==> config.mk <==
export PLATFORM = sky130hd
export DESIGN_NAME = can_frame_receiver
export DESIGN_NICKNAME = d
export VERILOG_FILES = /design/src/rtl/can_frame_receiver.sv
export SDC_FILE = /design/constraint.sdc
export NUM_CORES = 1
export LEC_CHECK = 0
export CORE_UTILIZATION = 35
export CTS_CLUSTER_DIAMETER = 30
export DETAILED_ROUTE_END_ITERATION = 8
export PLACE_DENSITY_LB_ADDON = 0.12
export RECOVER_POWER = 50
export SLEW_MARGIN = 25
export SYNTH_ARGS = -nofsm -noshare
export SYNTH_HDL_FRONTEND = slang
export SYNTH_SLANG_ARGS = --single-unit
export TNS_END_PERCENT = 30
==> constraint.sdc <==
create_clock -name clk -period 2.2 [get_ports clk]
set_input_delay 0.44 -clock clk [delete_from_list [all_inputs] [get_ports clk]]
set_output_delay 0.44 -clock clk [all_outputs]
set_load 0.005 [all_outputs]
==> src/rtl/can_frame_receiver.sv <==
// ---------------------------------------------------------------------------
// can_frame_receiver
//
// Bit-level CAN 2.0A/2.0B frame receiver. Consumes one de-stuffed bus bit per
// sample strobe and walks the frame fields from SOF through EOF, extracting
// identifier, IDE, RTR, DLC and up to eight data bytes, then pulses a
// completion flag for one clock. CRC, form and ACK are not checked.
//
// Ports:
//   clk                 system clock, rising edge
//   rst_n               asynchronous active-low reset
//   rx_bit_curr         current bus bit (0 = dominant)
//   sample_point        one-clk strobe; a bit is consumed on every edge it is high
//   remove_stuff_bit    marks the strobed bit as a stuff bit to be discarded
//   rx_data_array       received data bytes, index 0 = first byte
//   rx_done_flag        one-clk pulse when the frame completes
//   rx_id_std           11-bit base identifier
//   rx_id_ext           18-bit extended identifier (valid when rx_ide = 1)
//   rx_ide              IDE bit value
//   rx_dlc              DLC field as received
//   rx_remote_req       RTR bit value (1 = remote frame)
//   bit_de_stuffing_en  high while inside the stuffed region (SOF..last CRC bit)
// ---------------------------------------------------------------------------
module can_frame_receiver (
  input  logic        clk,
  input  logic        rst_n,
  input  logic        rx_bit_curr,
  input  logic        sample_point,
  input  logic        remove_stuff_bit,
  output logic [7:0]  rx_data_array [0:7],
  output logic        rx_done_flag,
  output logic [10:0] rx_id_std,
  output logic [17:0] rx_id_ext,
  output logic        rx_ide,
  output logic [3:0]  rx_dlc,
  output logic        rx_remote_req,
  output logic        bit_de_stuffing_en
);

  typedef enum logic [3:0] {
    IDLE,
    ID_STD,
    SRR_RTR,
    IDE,
    ID_EXT,
    RTR_EXT,
    R1,
    R0,
    DLC,
    DATA,
    CRC,
    CRC_DEL,
    ACK,
    ACK_DEL,
    EOF,
    DONE
  } state_t;

  state_t      state;
  state_t      state_next;
  logic [5:0]  bit_cnt;
  logic        accepted;
  logic [3:0]  byte_cnt;
  logic [6:0]  data_bits;
  logic        data_last;
  logic [3:0]  dlc_full;

  // A strobed bit flagged as stuff is invisible to every field and counter.
  assign accepted  = sample_point & ~remove_stuff_bit;

  // DLC values 9..15 still carry only eight bytes.
  assign byte_cnt  = rx_dlc[3] ? 4'd8 : rx_dlc;
  assign data_bits = {byte_cnt, 3'b000};
  assign data_last = ({1'b0, bit_cnt} == (data_bits - 7'd1));

  // The full DLC is only complete once the bit on the wire is shifted in, so
  // the DATA/CRC decision looks at the shifted value, not the register.
  assign dlc_full  = {rx_dlc[2:0], rx_bit_curr};

  // State register: holds the current frame field.
  always_ff @(posedge clk or negedge rst_n) begin
    if (!rst_n) begin
      state <= IDLE;
    end else begin
      state <= state_next;
    end
  end

  // Next-state and flag decode. Each field advances only on accepted bits,
  // except DONE which always returns to IDLE after one clock so a strobe
  // landing in DONE is dropped. The de-stuffing enable also covers the cycle
  // in which SOF is being accepted, so the stuffing logic sees SOF as stuffed.
  always_comb begin
    state_next         = state;
    bit_de_stuffing_en = 1'b0;
    rx_done_flag       = 1'b0;
    case (state)
      IDLE: begin
        if (accepted && !rx_bit_curr) begin
          state_next         = ID_STD;
          bit_de_stuffing_en = 1'b1;
        end
      end
      ID_STD: begin
        bit_de_stuffing_en = 1'b1;
        if (accepted && bit_cnt == 6'd10) state_next = SRR_RTR;
      end
      SRR_RTR: begin
        bit_de_stuffing_en = 1'b1;
        if (accepted) state_next = IDE;
      end
      IDE: begin
        bit_de_stuffing_en = 1'b1;
        if (accepted) state_next = rx_bit_curr ? ID_EXT : R0;
      end
      ID_EXT: begin
        bit_de_stuffing_en = 1'b1;
        if (accepted && bit_cnt == 6'd17) state_next = RTR_EXT;
      end
      RTR_EXT: begin
        bit_de_stuffing_en = 1'b1;
        if (accepted) state_next = R1;
      end
      R1: begin
        bit_de_stuffing_en = 1'b1;
        if (accepted) state_next = R0;
      end
      R0: begin
        bit_de_stuffing_en = 1'b1;
        if (accepted) state_next = DLC;
      end
      DLC: begin
        bit_de_stuffing_en = 1'b1;
        if (accepted && bit_cnt == 6'd3) begin
          state_next = (rx_remote_req || dlc_full == 4'd0) ? CRC : DATA;
        end
      end
      DATA: begin
        bit_de_stuffing_en = 1'b1;
        if (accepted && data_last) state_next = CRC;
      end
      CRC: begin
        bit_de_stuffing_en = 1'b1;
        if (accepted && bit_cnt == 6'd14) state_next = CRC_DEL;
      end
      CRC_DEL: begin
        if (accepted) state_next = ACK;
      end
      ACK: begin
        if (accepted) state_next = ACK_DEL;
      end
      ACK_DEL: begin
        if (accepted) state_next = EOF;
      end
      EOF: begin
        if (accepted && bit_cnt == 6'd6) state_next = DONE;
      end
      DONE: begin
        rx_done_flag = 1'b1;
        state_next   = IDLE;
      end
      default: begin
        state_next = IDLE;
      end
    endcase
  end

  // Bit counter within the current field. It restarts whenever the field
  // changes, so every field counts from zero without per-state bookkeeping.
  always_ff @(posedge clk or negedge rst_n) begin
    if (!rst_n) begin
      bit_cnt <= 6'd0;
    end else if (state_next != state) begin
      bit_cnt <= 6'd0;
    end else if (accepted && state != IDLE) begin
      bit_cnt <= bit_cnt + 6'd1;
    end
  end

  // Field capture. Fields shift MSB first as bits arrive and then hold until
  // the next frame overwrites them; data bytes beyond the received count keep
  // their old contents.
  always_ff @(posedge clk or negedge rst_n) begin
    if (!rst_n) begin
      for (int k = 0; k < 8; k++) begin
        rx_data_array[k] <= 8'h00;
      end
      rx_id_std     <= 11'd0;
      rx_id_ext     <= 18'd0;
      rx_ide        <= 1'b0;
      rx_dlc        <= 4'd0;
      rx_remote_req <= 1'b0;
    end else if (accepted) begin
      case (state)
        ID_STD:  rx_id_std     <= {rx_id_std[9:0], rx_bit_curr};
        SRR_RTR: rx_remote_req <= rx_bit_curr;
        IDE:     rx_ide        <= rx_bit_curr;
        ID_EXT:  rx_id_ext     <= {rx_id_ext[16:0], rx_bit_curr};
        RTR_EXT: rx_remote_req <= rx_bit_curr;
        DLC:     rx_dlc        <= dlc_full;
        DATA: begin
          rx_data_array[bit_cnt[5:3]] <= {rx_data_array[bit_cnt[5:3]][6:0], rx_bit_curr};
        end
        default: begin
        end
      endcase
    end
  end

endmodule

==> impl_results.md <==
* Status: finished, violations left
* Failing checks: setup timing
* VDD IR max at 0.000368 V
* Max Cap Viol at 0
* Post-Syn Nets at 450
* Post-synthesis async set-or-reset flop share at 1.00
* Row count at 44
* Clock latency at the later pin of the worst-skew pair at 350 ps
* Count of cell types in the netlist at 50
* Cts bufs inserted at 9
* Vias in the first global route at 3951
* Root buffer cell: clkbuf_16
* Placed wire-length estimate at 10.0 mm
* Ratio of cells with drive above 1 in the final layout at 0.317
* Final Skew at 7.89 ps
* Number of I/O port buffers at 105
* Fin. Hold Viols at 0
* CTS sink cnt at 109
* Fin area at 0.00730 mm^2
* Initial core utilization at 0.358
* Synth area leaders: dfrtp_1 53%, mux2_2 17%, nor2_1 2.7%
* Vias per inst at 5.19
* Final WL at 14.1 mm
* ANT cells at 0
* Max Root-Sink Buffers at 2
* Final setup viols at 6
* Commonest non-fill, non-tap cell in the layout: dfrtp_1
* RSZ-0062 raised after global routing: true
* Syn_area_per_cell at 11.8 um^2
* Gpl congestion at 0.833
* Die ar. at 0.0153 mm^2
* Sequential share of the synthesized area at 0.526
* Area Growth Syn to Fin at 40.8%
* Worst-Margin Slew at 797 ps
* Leakage power at 3.31 nW
* Yosys warns at 0
* Comb power frac at 0.320
* Reg power frac at 0.403
* Nets at 604
* Setup ws final at -101 ps
* Post-route insts no fill at 784
* DR vias at 4069
* Die width at 124 um
* Most frequent cells in the layout: 108 x dfrtp_1, 84 x clkdlybuf4s50_1, 80 x mux2_2
* Die height at 124 um
* Top-Level Pins at 106
* Max Freq at 0.435 GHz
* Initial antenna violation count at 0
* Post-synth top area cell: dfrtp_1
* FF+latch area at 0.00273 mm^2
* Hold WC Path Type: reg -> reg
* Yosys top cell area share at 0.526
* Main synth FF type: dfrtp_1
* Placed Instances at 763
* Min Tclk post-route at 2300 ps
* Fillers at 1332
* Total Power at 0.00621 W
* DRC at 0
* Drt pass-1 iters at 4
* CTS tree: yes
* CP Class: reg -> reg
* Crit path max fanout at 6
* GRT overflow at 0
* CP arrival at 2560 ps
* Pwr Density at 851 mW/mm^2
* Critical Path End Type: flip-flop
* CP Launch Type: flip-flop
* Mapped Cells at 441
* Crit path required time at 2460 ps
* Slew Viols, Final at 0
* Post-synthesis cell area at 0.00518 mm^2
* Fin crit share at 1.05
* Internal power at 0.00425 W
* Largest net degree at the start of global routing at 56
* Iter 0 DRT Violations at 184
* Sw frac at 0.316
* DP Worst Slack at -358 ps
* Clk pwr share at 0.277
* GRT Util Overall at 0.192
* Flops & latches, synth at 109
* Core area at 0.0145 mm^2
* Post-synth EDFFs at 0
* Placed Area at 0.00685 mm^2
* Clock transition at path regs at 70 ps
* Final TNS setup at -498 ps
* Routed Antenna Nets at 0
* Psw at 0.00196 W
* Slew HR at 0.468
* Footprint of the multi-input gates at 0.00241 mm^2
* First-pass GRT wire length at 21.9 mm
* H-tree Lvls at 3
* DR WL/cell at 18.0 um
==> routing by layer <==
layer / track usage / share of wire / up-vias
met5: 0 / 0 / -
li1: - / - / 1906
met2: 0.289 / 0.46 / 110
met1: 0.277 / 0.48 / 2042
met4: 0.0700 / 0.011 / 0
met3: 0.0316 / 0.054 / 11
==> what timing repair did <==
item                                   CTS  global route
endpoints found under the hold margin   22             0
pin swaps                                2             9
buffers inserted                         0             5
gates resized for setup                 12            12
setup endpoints to repair                8             7
hold buffers                             1             0
==> final cells by class <==
class                           count  share of cell area
Multi-Input combinational cell    297               0.330
Timing Repair Buffer              173               0.218
Clock inverter                      5             0.00909
Tap cell                          184              0.0315
Inverter                            5             0.00257
Clock buffer                       11              0.0346
Sequential cell                   109               0.374
==> through the flow <==
stage           util  hold slack, ps
5_1_grt        0.504             518
3_5_place_dp   0.473             369
6_report       0.504             483
2_1_floorplan      -             144
4_1_cts        0.498             496
3_3_place_gp   0.473             365
==> cells by family after synthesis <==
family          after synthesis  share of synthesized area
mux                          88                      0.194
flops                       109                      0.526
compound gates               69                     0.0963
fa+ha+maj                     4                    0.00966
simple gates                127                      0.128
buf+inv                      35                     0.0304
xor+xnor                      9                     0.0152
==> worst paths after layout <==
path	from	endpoint	slack (ps)	depth (start not counted)
setup reg to reg	rx_dlc[3]$_DFFE_PN0P_	bit_cnt[4]$_DFFE_PN0P_	-100	9
hold reg to reg	rx_data_array[15]$_DFFE_PN0P_	rx_data_array[15]$_DFFE_PN0P_	480	2
setup / recovery	rx_dlc[3]$_DFFE_PN0P_	bit_cnt[4]$_DFFE_PN0P_	-100	9
min in group asynchronous	rst_n	state[2]$_DFF_PN0_	520	2
max in group asynchronous	rst_n	rx_id_ext[6]$_DFFE_PN0P_	590	3
hold / removal	rx_data_array[15]$_DFFE_PN0P_	rx_data_array[15]$_DFFE_PN0P_	480	2
==> state kept, by name, summed over array words and instances (netlist names) <==
name,cells
bit_cnt,6
state,4
rx_dlc,4
rx_data_array,64
rx_id_std,11
rx_remote_req,1
rx_id_ext,18
rx_ide,1
==> power by group through the flow <==
stage | clock, W | combinational, W | sequential (W)
after floorplan | 0 | 0.00104 | 0.00244
after global placement | 0 | 0.00182 | 0.00252
after detailed placement | 0 | 0.00183 | 0.00253
after CTS | 0.00178 | 0.00187 | 0.00250
after global routing | 0.00186 | 0.00218 | 0.00254
final | 0.00172 | 0.00199 | 0.00250
==> cell usage after synthesis (2+ instances only) <==
library cell  number
and2_1             2
nor4_1            12
a221oi_1           6
a21oi_1           18
a22oi_1            3
mux4_2             2
buf_1              4
nand4b_1           3
nand2_1           27
o22ai_1            4
nand3b_1           2
o21a_1             2
a41oi_1            2
buf_2             15
ha_1               4
xnor2_1            5
mux2_2            80
clkbuf_1          10
inv_1              5
nor2_1            37
nand4_1            9
nand2b_1           5
nand3_1            8
nor3b_1            2
a221oi_2           3
nor3_1             7
nor2b_1            7
xor2_1             4
o21ai_0           17
a22o_1             2
a31oi_1            2
mux2i_1            6
dfrtp_1          109
==> critical path, stage by stage, from the launching register on <==
cell and delay (ps):
dfrtp_1 410, nand2b_4 160, ha_4 240, xnor2_2 140, nor4_2 330, nor2b_1 90, nor3_2 290, a311oi_4 150
buf_12 170, nor4_2 220
Note: power is estimated with default switching activity, not from simulation.
